$ cat config.mk
export PLATFORM = sky130hd
export DESIGN_NAME = param_tensor_core_flat
export DESIGN_NICKNAME = d
export VERILOG_FILES = /design/src/rtl/tensor_core_pkg.sv /design/src/rtl/param_tensor_core_if.sv /design/src/rtl/tensor_core_dot_product.sv /design/src/rtl/param_tensor_core.sv /design/src/flat_wrapper.sv
export SDC_FILE = /design/constraint.sdc
export NUM_CORES = 1
export LEC_CHECK = 0
export BUFFER_PORTS_ARGS = -buffer_cell sky130_fd_sc_hd__buf_2
export CORE_MARGIN = 5
export CORE_UTILIZATION = 50
export DETAILED_ROUTE_END_ITERATION = 12
export PLACE_DENSITY = 0.73
export SETUP_SLACK_MARGIN = 0.02
export SLEW_MARGIN = 20
export SYNTH_ARGS = -nofsm -noshare
export SYNTH_HDL_FRONTEND = slang
export SYNTH_SLANG_ARGS = --single-unit
$ cat constraint.sdc
create_clock -name clock_in -period 8.9 [get_ports clock_in]
set_input_delay 1.78 -clock clock_in [delete_from_list [all_inputs] [get_ports clock_in]]
set_output_delay 1.78 -clock clock_in [all_outputs]
set_load 0.05 [all_outputs]
$ cat src/rtl/tensor_core_pkg.sv
// Shared types and range helpers for the parametrised tensor core.
// Wide values are carried at WIDE_W bits so one helper serves every element width.
package tensor_core_pkg;

    localparam int unsigned WIDE_W = 64;

    typedef enum logic [2:0] {
        OP_MATMUL    = 3'b000,
        OP_ADD       = 3'b001,
        OP_RELU      = 3'b010,
        OP_SUB       = 3'b011,
        OP_TRANSPOSE = 3'b100
    } op_e;

    typedef enum logic [1:0] {
        IDLE = 2'd0,
        RUN  = 2'd1,
        DONE = 2'd2
    } state_e;

    function automatic logic signed [WIDE_W-1:0] range_hi(input int unsigned width);
        return $signed((WIDE_W'(1) << (width - 1)) - WIDE_W'(1));
    endfunction

    function automatic logic out_of_range(input logic signed [WIDE_W-1:0] value,
                                          input int unsigned width);
        logic signed [WIDE_W-1:0] hi;
        hi = range_hi(width);
        // ~hi is -hi-1, the most negative representable value
        return (value > hi) || (value < ~hi);
    endfunction

    function automatic logic [WIDE_W-1:0] fit_range(input logic signed [WIDE_W-1:0] value,
                                                    input int unsigned width,
                                                    input logic saturate);
        logic signed [WIDE_W-1:0] hi;
        hi = range_hi(width);
        if (saturate && (value > hi)) begin
            return hi;
        end
        if (saturate && (value < ~hi)) begin
            return ~hi;
        end
        return value;
    endfunction

endpackage

$ cat src/rtl/param_tensor_core_if.sv
// Sequencer-facing bus of the tensor core: start/op request, operand matrices and
// result/status returned by the core.
interface param_tensor_core_if #(
    parameter int DATA_WIDTH = 8,
    parameter int DIM        = 3
);
    logic                         start_in;
    logic [2:0]                   op_select_in;
    logic signed [DATA_WIDTH-1:0] input1_in  [DIM][DIM];
    logic signed [DATA_WIDTH-1:0] input2_in  [DIM][DIM];
    logic signed [DATA_WIDTH-1:0] result_out [DIM][DIM];
    logic                         busy_out;
    logic                         done_out;
    logic                         overflow_out;

    modport master (
        output start_in, op_select_in, input1_in, input2_in,
        input  result_out, busy_out, done_out, overflow_out
    );

    modport slave (
        input  start_in, op_select_in, input1_in, input2_in,
        output result_out, busy_out, done_out, overflow_out
    );
endinterface

$ cat src/rtl/tensor_core_dot_product.sv
// Signed DIM-term dot product at full precision.
// Latency: combinational. Backpressure: none.
// Accumulator carries $clog2(DIM) guard bits so the sum never wraps.
module tensor_core_dot_product #(
    parameter int DATA_WIDTH = 8,
    parameter int DIM        = 3
) (
    input  logic signed [DATA_WIDTH-1:0]                 row_a [DIM],
    input  logic signed [DATA_WIDTH-1:0]                 col_b [DIM],
    output logic signed [2*DATA_WIDTH+$clog2(DIM)-1:0]   dot_sum
);
    localparam int ACC_W = 2*DATA_WIDTH + $clog2(DIM);

    always_comb begin
        logic signed [2*DATA_WIDTH-1:0] prod;
        prod    = '0;
        dot_sum = '0;
        for (int k = 0; k < DIM; k++) begin
            prod    = row_a[k] * col_b[k];
            dot_sum = dot_sum + ACC_W'(prod);
        end
    end
endmodule

$ cat src/rtl/param_tensor_core.sv
// DIM x DIM matmul/add/sub/ReLU/transpose engine writing one result element per clock.
// Latency: DIM*DIM+2 cycles accept-to-accept. Backpressure: start ignored unless idle.
// Operands are latched on accept so the source may change during the run.
module param_tensor_core
    import tensor_core_pkg::*;
#(
    parameter int DATA_WIDTH = 8,
    parameter int DIM        = 3,
    parameter bit SATURATE   = 1'b1
) (
    input  logic               clock_in,
    input  logic               reset_n_in,
    param_tensor_core_if.slave bus
);
    localparam int ACC_W = 2*DATA_WIDTH + $clog2(DIM);
    localparam int RC_W  = $clog2(DIM);

    state_e state_q, state_d;
    op_e    op_q;
    logic   ovf_q;
    logic [RC_W-1:0] row_q, col_q;

    logic signed [DATA_WIDTH-1:0] a_q   [DIM][DIM];
    logic signed [DATA_WIDTH-1:0] b_q   [DIM][DIM];
    logic signed [DATA_WIDTH-1:0] res_q [DIM][DIM];

    logic signed [DATA_WIDTH-1:0] row_sel [DIM];
    logic signed [DATA_WIDTH-1:0] col_sel [DIM];
    logic signed [ACC_W-1:0]      dot_sum;

    logic signed [DATA_WIDTH-1:0] a_el, b_el, elem_raw, elem_val;
    logic signed [DATA_WIDTH:0]   add_w, sub_w;
    logic signed [WIDE_W-1:0]     wide;
    logic                         checked, elem_ovf;

    logic accept, op_legal, last_elem;

    assign op_legal  = (bus.op_select_in <= 3'd4);
    assign accept    = (state_q == IDLE) && bus.start_in;
    assign last_elem = (row_q == RC_W'(DIM-1)) && (col_q == RC_W'(DIM-1));

    always_comb begin
        for (int k = 0; k < DIM; k++) begin
            row_sel[k] = a_q[row_q][k];
            col_sel[k] = b_q[k][col_q];
        end
    end

    tensor_core_dot_product #(
        .DATA_WIDTH (DATA_WIDTH),
        .DIM        (DIM)
    ) u_dot (
        .row_a   (row_sel),
        .col_b   (col_sel),
        .dot_sum (dot_sum)
    );

    // Element datapath: only the arithmetic ops go through the range check.
    always_comb begin
        a_el     = a_q[row_q][col_q];
        b_el     = b_q[row_q][col_q];
        add_w    = (DATA_WIDTH+1)'(a_el) + (DATA_WIDTH+1)'(b_el);
        sub_w    = (DATA_WIDTH+1)'(a_el) - (DATA_WIDTH+1)'(b_el);
        wide     = '0;
        checked  = 1'b0;
        elem_raw = '0;
        case (op_q)
            OP_MATMUL: begin
                wide    = WIDE_W'(dot_sum);
                checked = 1'b1;
            end
            OP_ADD: begin
                wide    = WIDE_W'(add_w);
                checked = 1'b1;
            end
            OP_SUB: begin
                wide    = WIDE_W'(sub_w);
                checked = 1'b1;
            end
            OP_RELU:      elem_raw = a_el[DATA_WIDTH-1] ? '0 : a_el;
            OP_TRANSPOSE: elem_raw = a_q[col_q][row_q];
            default:      elem_raw = '0;
        endcase
        elem_ovf = checked && out_of_range(wide, DATA_WIDTH);
        elem_val = checked ? DATA_WIDTH'(fit_range(wide, DATA_WIDTH, SATURATE)) : elem_raw;
    end

    always_ff @(posedge clock_in) begin
        if (!reset_n_in) begin
            state_q <= IDLE;
        end else begin
            state_q <= state_d;
        end
    end

    always_comb begin
        state_d = state_q;
        case (state_q)
            IDLE:    if (bus.start_in) state_d = op_legal ? RUN : DONE;
            RUN:     if (last_elem) state_d = DONE;
            DONE:    state_d = IDLE;
            default: state_d = IDLE;
        endcase
    end

    always_ff @(posedge clock_in) begin
        if (!reset_n_in) begin
            a_q   <= '{default: '0};
            b_q   <= '{default: '0};
            res_q <= '{default: '0};
            op_q  <= OP_MATMUL;
            ovf_q <= 1'b0;
            row_q <= '0;
            col_q <= '0;
        end else if (accept) begin
            a_q   <= bus.input1_in;
            b_q   <= bus.input2_in;
            op_q  <= op_e'(bus.op_select_in);
            ovf_q <= 1'b0;
            row_q <= '0;
            col_q <= '0;
        end else if (state_q == RUN) begin
            res_q[row_q][col_q] <= elem_val;
            if (elem_ovf) begin
                ovf_q <= 1'b1;
            end
            if (col_q == RC_W'(DIM-1)) begin
                col_q <= '0;
                row_q <= row_q + RC_W'(1);
            end else begin
                col_q <= col_q + RC_W'(1);
            end
        end
    end

    assign bus.result_out   = res_q;
    assign bus.busy_out     = (state_q == RUN);
    assign bus.done_out     = (state_q == DONE);
    assign bus.overflow_out = ovf_q;

endmodule

$ cat src/flat_wrapper.sv
// flat-port wrapper written by rule: the top's interface ports become plain ports
module param_tensor_core_flat import tensor_core_pkg::*;
#(
    parameter int DATA_WIDTH = 8,
    parameter int DIM        = 3,
    parameter bit SATURATE   = 1'b1
)
  (clock_in, reset_n_in, bus_start_in, bus_op_select_in, bus_input1_in, bus_input2_in, bus_result_out, bus_busy_out, bus_done_out, bus_overflow_out);
  param_tensor_core_if #(.DATA_WIDTH(DATA_WIDTH), .DIM(DIM)) bus_i ();
  input  logic clock_in;
  input  logic reset_n_in;
  input wire logic [$bits(bus_i.start_in)-1:0] bus_start_in;
  input wire logic [$bits(bus_i.op_select_in)-1:0] bus_op_select_in;
  input wire logic [$bits(bus_i.input1_in)-1:0] bus_input1_in;
  input wire logic [$bits(bus_i.input2_in)-1:0] bus_input2_in;
  output wire logic [$bits(bus_i.result_out)-1:0] bus_result_out;
  output wire logic [$bits(bus_i.busy_out)-1:0] bus_busy_out;
  output wire logic [$bits(bus_i.done_out)-1:0] bus_done_out;
  output wire logic [$bits(bus_i.overflow_out)-1:0] bus_overflow_out;
  assign bus_i.start_in = bus_start_in;
  assign bus_i.op_select_in = bus_op_select_in;
  assign bus_i.input1_in = {>>{bus_input1_in}};
  assign bus_i.input2_in = {>>{bus_input2_in}};
  assign bus_result_out = {>>{bus_i.result_out}};
  assign bus_busy_out = bus_i.busy_out;
  assign bus_done_out = bus_i.done_out;
  assign bus_overflow_out = bus_i.overflow_out;
  param_tensor_core #(.DATA_WIDTH(DATA_WIDTH), .DIM(DIM), .SATURATE(SATURATE)) u_core (.clock_in(clock_in), .reset_n_in(reset_n_in), .bus(bus_i));
endmodule
==> results of run 1 <==
logic make-up after synthesis:
family          Yosys count
simple gates            733
compound gates          526
buf+inv                 425
fa+ha+maj               328
flops                   226
mux                      79
xor+xnor                 24
layer usage:
layer,wire (microns),vias up
met2,28420,651
met1,25720,8341
met5,0,-
li1,-,8031
met3,4789,124
met4,2482,0
final timing paths:
path,from,endpoint,slack (ns),depth (start not counted)
worst min register to register,u_core.b_q[23]$_SDFFE_PN0P_,u_core.b_q[23]$_SDFFE_PN0P_,0.45,2
worst min-delay path,u_core.b_q[23]$_SDFFE_PN0P_,u_core.b_q[23]$_SDFFE_PN0P_,0.45,2
worst max-delay path,u_core.row_q[1]$_SDFFE_PP0P_,u_core.bus.result_out[66]$_SDFFE_PN0P_,0.34,27
worst max register to register,u_core.row_q[1]$_SDFFE_PP0P_,u_core.bus.result_out[66]$_SDFFE_PN0P_,0.34,27
layout make-up:
type	count	share of cell area, %
Multi-Input combinational cell	1690	59.29
Sequential cell	226	20.38
Timing Repair Buffer	322	8.741
Inverter	305	5.162
Clock buffer	29	2.921
Tap cell	511	2.876
Clock inverter	12	0.6248
where the power goes:
group	switching, uW	total, uW	internal (uW)
Combinational	1120	1900	774
Clock	420	1000	580
Sequential	44.8	1110	1060
flip-flops by register name, summed over array words and instances, names as in the netlist:
| signal | flops |
|---|---|
| u_core.a_q | 72 |
| u_core.b_q | 72 |
| u_core.bus.overflow_out | 1 |
| u_core.bus.result_out | 72 |
| u_core.col_q | 2 |
| u_core.op_q | 3 |
| u_core.row_q | 2 |
| u_core.state_q | 2 |
worst max-delay path, stage by stage (launching register included):
cell      delay [ns]
dfxtp_2         0.44
buf_4           0.33
mux2i_1         0.34
o21a_1          0.47
nor2_1          0.15
fa_1            0.53
inv_1           0.05
fa_1            0.48
inv_1           0.06
fa_1            0.50
fa_1            0.54
fa_1            0.53
fa_1            0.57
inv_1           0.06
fa_1            0.53
inv_1           0.04
ha_1            0.37
a21o_1          0.20
a221oi_2        0.35
o21ai_1         0.11
a311o_1         0.30
nor4b_1         0.30
nand4_1         0.25
o31ai_4         0.34
buf_12          0.17
a32oi_2         0.13
buf_12          0.18
a21oi_1         0.15
cell usage after synthesis, types with 5 or more instances:
cell	instances	area share, %
o21ai_0	96	2.5
a31oi_1	8	0.26
a21o_1	27	1.1
a211oi_1	11	0.43
nand3b_1	5	0.20
buf_2	6	0.16
o31ai_1	5	0.20
o32ai_1	10	0.46
nand2b_1	25	0.81
ha_1	92	6.0
inv_1	303	5.9
o21ai_1	17	0.44
dfxtp_1	226	24
nor2_1	184	3.6
o22ai_1	8	0.26
o211ai_1	7	0.27
and2_1	11	0.36
a32oi_1	7	0.32
nor3_1	13	0.34
and3_1	5	0.16
fa_1	236	25
nand3_1	12	0.31
o21a_1	9	0.35
a21oi_1	268	7.0
or2_2	8	0.26
mux2_2	16	0.94
a221oi_1	5	0.23
clkbuf_1	103	2.0
a22oi_1	6	0.23
xnor2_1	18	0.82
nor2b_1	15	0.49
mux2i_1	62	3.2
buf_1	11	0.21
nand2_1	439	8.6
timing repair:
| item | in CTS | in global routing |
|---|---|---|
| setup buffers | 0 | 1 |
| setup endpoints to repair | 4 | 64 |
| endpoints found under the hold margin | 0 | 0 |
| cloned | 0 | 0 |
| pin swaps | 0 | 2 |
| resized for setup | 1 | 15 |
stage by stage:
step | setup TNS [ns] | utilization, % | setup slack (ns) | cells
after floorplan | 0 | - | 0.02894 | 2341
after global routing | 0 | 58.74 | 0.02619 | 3095
after detailed placement | -0.009315 | 56.42 | -0.009315 | 3053
after CTS | 0 | 58.51 | 0.03382 | 3094
final | 0 | 58.74 | 0.3386 | 3095
after global placement | 0 | 56.42 | 0.1725 | 3053
==> flow_summary.toml, run 1 <==
[timing]
slew_headroom_pct = 27.13
slew_violations = 0
hold_slack_ns = 0.4518
skew_ns = 0.01972
setup_violations = 0
fmax_ghz = 0.1168
rsz0062_at_grt = "false"
fin_crit_ns = 8.561
finalCritPeriodShare_pct = 96.20
hold_viol = 0
tightestPinTransition_ns = 1.093

[placed_design]
globalplace.congestion = 1.005
postPlaceCellArea_sq_um = 21350
dp_hpwl_microns = 50190
port_buffers = 224

[global_route]
grtUsageMet2_pct = 47.47
overflow = 0
met1_usage_pct = 38.83
use_met3_pct = 5.994
grt_max_degree = 109
grt_pass1_vias = 17750
antenna_found_initial = 0
grt_pass1_wl_microns = 96650
grt.busiest_layer = "met2"
grt.total_usage_pct = 29.19

[cells_and_area]
antenna_cells = 0
final_area_sq_um = 22230
fillers = 3506
syn_to_final_growth_pct = 15.66
final_nets = 3047
layout_commonest_cell = "nand2_1"
final_cell_mix = "438 x nand2_1, 303 x inv_1, 262 x a21oi_1"
final_layout_size_suffix_gt1_share_pct = 16.29
multi_input_area_sq_um = 13180
seqCellArea_sq_um = 4531

[power]
peakVddDrop_mv = 0.1656
total_power_uw = 4006
p_per_area_nw_per_um2 = 180.2
leakage_uw = 0.01037

[die]
fp-row-count = 71
boundaryPins = 225
coreArea_sq_um = 37840
fp.dieW_microns = 206.1
dieArea_sq_um = 42460
initial_core_util_pct = 50.79
fp.dieH_microns = 206.1

[detailed_routing]
drcViolationCount = 0
vias_per_cell = 5.540
drtIter0Drc = 1376
via_count = 17150
wire_per_inst_microns = 19.84
routed_wl_microns = 61410
drt_first_pass_iters = 5
final_antenna_net_count = 0

[yosys]
ys_seq_elements = 226
synth-xor-area-share_pct = 1.237
synth_top_family_by_area = "adder cells"
synth_fp_nets = 2819
yosysSeqAreaShare_pct = 23.54
ys.flop_type = "dfxtp_1"
synthMuxAreaShare_pct = 4.284
synth_cell_types = 72
synthAdderAreaFrac_pct = 30.57
synth_edf_count = 0
yosys.area_share.simple_pct = 15.70
synth_area_sq_um = 19220
async_flop_share_pct = 0
ys_warn_count = 0
synth-compound-area-share_pct = 16.33
postSynthAreaPerCell_sq_um = 8.210
syn_inst = 2341

[clocking]
tritoncts = "yes"
clkLatencyLatePin_ns = 0.54
clkSinkCount = 226
cts.clk_slew.worst_paths_ns = 0.07
ctsHoldBuffers = 0
cts_buffers = 24
cts_root_buf = "clkbuf_16"
ctsLongestPathBuffers = 3
cts_max_level = 1

[critical_path]
cp_data_arrival_time_ns = 9.02
crit_type = "reg -> reg"
crit_required_ns = 9.36
endpoint_kind = "flop"
path_max_fanout = 21
start_kind = "flop"

[min_path]
hp-class = "reg -> reg"

[run_status]
outcome = "finished clean"

[flow_run]
cap_violations = 0
Power figures use the tool's default switching activity.
==> run 2, diff against run 1 <==
Settings changed: CORE_ASPECT_RATIO from default to 0.8, CTS_CLUSTER_DIAMETER from default to 100.
==> run 2 against run 1 <==
  * Sequential power about the same
  * Global-route usage up 1.2 points
  * Count of clock-buffer cells in the layout up 2
  * Clock skew down 0.0091 ns
  * Via count up 2.3%
  * Setup slack worse by 0.029 ns
  * Sequential share of layout area down 0.11 points
  * Combinational power up 3%
  * Die area about the same
  * Final area up 0.62%
  * First-iteration DRC count up 16%
  * Critical path type unchanged
==> flow_summary.toml, run 2 (same netlist as run 1, synthesis figures left out) <==
[run_status]
outcome = "finished clean"

[global_route]
grt_pass1_vias = 17700
grt.busiest_layer = "met2"
met1_usage_pct = 43.40
overflow = 0
grt_max_degree = 106
antenna_found_initial = 3
grt_pass1_wl_microns = 101100
grt.total_usage_pct = 30.37
use_met3_pct = 6.299
grtUsageMet2_pct = 48.22

[cells_and_area]
final_cell_mix = "438 x nand2_1, 303 x inv_1, 261 x a21oi_1"
seqCellArea_sq_um = 4534
layout_commonest_cell = "nand2_1"
finish.utilization_pct = 58.68
fillers = 3500
multi_input_area_sq_um = 13180
final_nets = 3078
antenna_cells = 0
syn_to_final_growth_pct = 16.38
final_layout_size_suffix_gt1_share_pct = 17.26

[clocking]
ctsHoldBuffers = 0
ctsLongestPathBuffers = 3
cts_max_level = 1
clkSinkCount = 226
cts.clk_slew.worst_paths_ns = 0.07
clkLatencyLatePin_ns = 0.51
tritoncts = "yes"
cts_buffers = 23
cts_root_buf = "clkbuf_16"

[critical_path]
cp_data_arrival_time_ns = 9.01
crit_family = "adder cells"
crit_path_frequent_cell = "fa_1"
crit_required_ns = 9.32
start_kind = "flop"
path_max_fanout = 25
crit_buf_inv = 9
endpoint_kind = "flop"
cp_slowest_stage_delay_ns = 0.55
crit_type = "reg -> reg"
cpMaxStageDelayCell = "fa_1"

[die]
boundaryPins = 225
initial_core_util_pct = 50.42
fp-row-count = 64
fp.dieW_microns = 229.2
dieArea_sq_um = 42480
coreArea_sq_um = 38120
fp.dieH_microns = 185.4

[detailed_routing]
routed_wl_microns = 65630
wire_per_inst_microns = 21.12
drtIter0Drc = 1597
via_count = 17540
drcViolationCount = 0
final_antenna_net_count = 0
drt_first_pass_iters = 5
vias_per_cell = 5.643

[timing]
slew_headroom_pct = 28.89
rsz0062_at_grt = "false"
skew_ns = 0.01066
hold_viol = 0
tightestPinTransition_ns = 1.067
slew_violations = 0
fin_crit_ns = 8.591
finalCritPeriodShare_pct = 96.53
fin_setup_tns_ns = 0
setup_violations = 0
fmax_ghz = 0.1164

[power]
p_per_area_nw_per_um2 = 177.8
peakVddDrop_mv = 0.1624
leakage_uw = 0.01049

[min_path]
hp-class = "reg -> reg"

[placed_design]
dp_hpwl_microns = 54030
globalplace.congestion = 1.078
port_buffers = 224

[flow_run]
cap_violations = 0
==> run 2: area by class of cell <==
type                       instances  share of cell area [%]
multi-input combinational       1691                   58.94
sequential                       226                   20.27
clock inverter                     7                  0.2070
clock buffer                      31                   2.931
tap                              495                   2.769
timing repair buffer             353                   9.750
inverter                         305                   5.129
==> run 2: where the power goes <==
group,internal [uW],leakage [uW],total (uW),switching [uW]
Clock,515,0.000345,916,401
Combinational,803,0.00829,1950,1150
Sequential,1060,0.00185,1110,48.0
==> run 2: final timing paths <==
check	to	cells after the start	slack (ns)	start
max	u_core.bus.result_out[40]$_SDFFE_PN0P_	29	0.31	u_core.row_q[1]$_SDFFE_PP0P_
min	u_core.bus.result_out[11]$_SDFFE_PN0P_	2	0.44	u_core.bus.result_out[11]$_SDFFE_PN0P_
max reg2reg	u_core.bus.result_out[40]$_SDFFE_PN0P_	29	0.31	u_core.row_q[1]$_SDFFE_PP0P_
min reg2reg	u_core.bus.result_out[11]$_SDFFE_PN0P_	2	0.44	u_core.bus.result_out[11]$_SDFFE_PN0P_
==> run 2: timing repair <==
| action | CTS | global route |
|---|---|---|
| gates resized for setup | 0 | 15 |
| setup buffers | 0 | 10 |
| endpoints found under the hold margin | 0 | 0 |
| setup endpoints to repair | 0 | 64 |
==> run 2: tightest hold or removal path, stage by stage (launching register included) <==
cell,delay (ns)
dfxtp_1,0.30
nand2_1,0.05
o21ai_1,0.05
==> run 2: per-stage QoR <==
step	instance area, sq um	total power (uW)	instances	hold WS (ns)	setup WS [ns]
global placement	21500	2965	3059	0.4377	0.3313
detailed placement	21500	2994	3059	0.4391	0.1309
CTS	22200	3907	3097	0.4468	0.1199
floorplan	19230	2279	2341	0.4298	0.02894
finish	22370	3976	3108	0.4447	0.3092
global route	22370	4230	3108	0.4716	0.007284
==> run 2: layer usage <==
layer  routed length [microns]  share of wire (%)  vias to the layer above
li1                          -                  -                     8086
met1                     29030                 44                     8647
met2                     29250                 45                      717
met3                      5881                9.0                       85
met4                      1452                2.2                        2
met5                        13              0.020                        -
==> run 3, diff against run 2 <==
--- a/config.mk
+++ b/config.mk
@@ -9,3 +9,3 @@
 export CORE_ASPECT_RATIO = 0.8
-export CORE_MARGIN = 5
+export CORE_MARGIN = 2
 export CORE_UTILIZATION = 50
@@ -13,2 +13,3 @@
 export DETAILED_ROUTE_END_ITERATION = 12
+export HOLD_SLACK_MARGIN = 0.02
 export PLACE_DENSITY = 0.73
--- a/constraint.sdc
+++ b/constraint.sdc
@@ -3,2 +3,2 @@
 set_output_delay 1.78 -clock clock_in [all_outputs]
-set_load 0.05 [all_outputs]
+set_load 0.01 [all_outputs]
==> run 3 against run 2 <==
  * Clock power decreased by 3.7%
  * Routed wire length shrank 4.2%
  * Setup slack gained 0.049 ns
  * Final area fell by 0.62%
  * Global-route usage rose by 1.2 points
  * Fmax rose by 0.57%
  * Sequential share of layout area rose by 0.13 points
  * Register-to-register slack better by 0.05 ns
  * First-iteration DRC count shrank 4.4%
  * Power decreased by 1.9%
  * Flip-flop and latch count is the same
  * Largest cell class unchanged
==> flow_summary.toml, run 3 (same netlist as run 1, synthesis figures left out) <==
[critical_path]
path_max_fanout = 16
crit_path_frequent_cell = "fa_1"
crit_type = "reg -> reg"
cp_slowest_stage_delay_ns = 0.55
cp_data_arrival_time_ns = 8.92
cpMaxStageDelayCell = "fa_1"
crit_required_ns = 9.28
start_kind = "flop"
endpoint_kind = "flop"

[global_route]
grt.total_usage_pct = 31.55
grtUsageMet2_pct = 49.57
grt.busiest_layer = "met2"
grt_pass1_wl_microns = 96930
use_met3_pct = 8.055
met1_usage_pct = 43.08
overflow = 0
antenna_found_initial = 1
grt_max_degree = 101
grt_pass1_vias = 17380

[timing]
fin_crit_ns = 8.542
finalCritPeriodShare_pct = 95.97
tightestPinTransition_ns = 1.011
skew_ns = 0.02362
setup_violations = 0
fmax_ghz = 0.1171
hold_viol = 0
slew_violations = 0
slew_headroom_pct = 32.62
worst_slack_ns = 0.3582

[cells_and_area]
syn_to_final_growth_pct = 15.66
final_nets = 3053
layout_commonest_cell = "nand2_1"
final_layout_size_suffix_gt1_share_pct = 16.65
fillers = 3454
final_cell_mix = "438 x nand2_1, 303 x inv_1, 257 x a21oi_1"
finish.utilization_pct = 58.44

[die]
boundaryPins = 225
coreArea_sq_um = 38040
initial_core_util_pct = 50.53
fp.dieH_microns = 179.4
fp-row-count = 64
dieArea_sq_um = 40030
fp.dieW_microns = 223.2

[detailed_routing]
wire_per_inst_microns = 20.42
drt_first_pass_iters = 6
routed_wl_microns = 62870
drcViolationCount = 0
via_count = 17440
final_antenna_net_count = 0
drtIter0Drc = 1526
vias_per_cell = 5.665

[clocking]
clkSinkCount = 226
cts_root_buf = "clkbuf_16"
ctsLongestPathBuffers = 3
tritoncts = "yes"
clkLatencyLatePin_ns = 0.54
cts_buffers = 22
cts_max_level = 1
cts.clk_slew.worst_paths_ns = 0.06

[power]
leakage_uw = 0.01035
p_per_area_nw_per_um2 = 175.5
peakVddDrop_mv = 0.1666

[placed_design]
port_buffers = 224
globalplace.congestion = 1.029
dp_worst_setup_slack_ns = 0.04482
dp_hpwl_microns = 50740

[min_path]
hp-class = "reg -> reg"

[flow_run]
cap_violations = 0

[run_status]
outcome = "finished clean"
## run 3: layer usage
| layer | up-vias | share of wire [%] |
|---|---|---|
| met1 | 8528 | 43 |
| met2 | 758 | 44 |
| met5 | - | 0 |
| li1 | 8025 | - |
| met4 | 0 | 3.5 |
| met3 | 131 | 9.8 |
## run 3: final timing paths
check | startpoint | endpoint | slack [ns] | cells after the start
max | u_core.col_q[1]$_SDFFE_PP0P_ | u_core.bus.result_out[24]$_SDFFE_PN0P_ | 0.36 | 29
min | u_core.bus.result_out[61]$_SDFFE_PN0P_ | u_core.bus.result_out[61]$_SDFFE_PN0P_ | 0.45 | 2
max reg2reg | u_core.col_q[1]$_SDFFE_PP0P_ | u_core.bus.result_out[24]$_SDFFE_PN0P_ | 0.36 | 29
min reg2reg | u_core.bus.result_out[61]$_SDFFE_PN0P_ | u_core.bus.result_out[61]$_SDFFE_PN0P_ | 0.45 | 2
## run 3: where the power goes
part / internal (uW) / switching [uW]
Combinational: 781 / 1130
Clock: 486 / 397
Sequential: 1060 / 45.1
## run 3: what timing repair did
action / 4_1_cts / 5_1_grt
gates resized for setup: 0 / 33
endpoints found under the setup margin: 0 / 64
hold buffers: 0 / 0
buffers inserted: 0 / 15
## run 3: through the flow
stage               power, uW  area [sq um]  TNS [ns]  cells  hold WS (ns)
floorplan                2256         19230         0   2341        0.4298
global placement         2830         21230         0   3029        0.4358
detailed placement       2859         21230         0   3029        0.4368
CTS                      3737         21900         0   3061        0.4499
global route             4137         22230  -0.01662   3078        0.4738
finish                   3901         22230         0   3079        0.4462
## run 3: cell type report
cell class                      count  area [sq um]  share of cell area [%]
Multi-Input combinational cell   1691         13260                   59.67
Inverter                          305          1147                   5.161
Clock inverter                      3         45.04                  0.2026
Tap cell                          495         619.3                   2.786
Sequential cell                   226          4534                   20.40
Timing Repair Buffer              329          2001                   9.000
Antenna cell                        1         2.502                 0.01126
Clock buffer                       29         616.8                   2.775
## run 3: worst max-delay path, delay by kind of cell, from the launching register on
kind	cells	cell delay [ns]
muxes	1	0.22
DFF	1	0.51
buffers and inverters	8	1.05
adders and majority gates	8	4.03
AOI/OAI and AO/OA	5	1.36
and+or+nand+nor	7	1.20
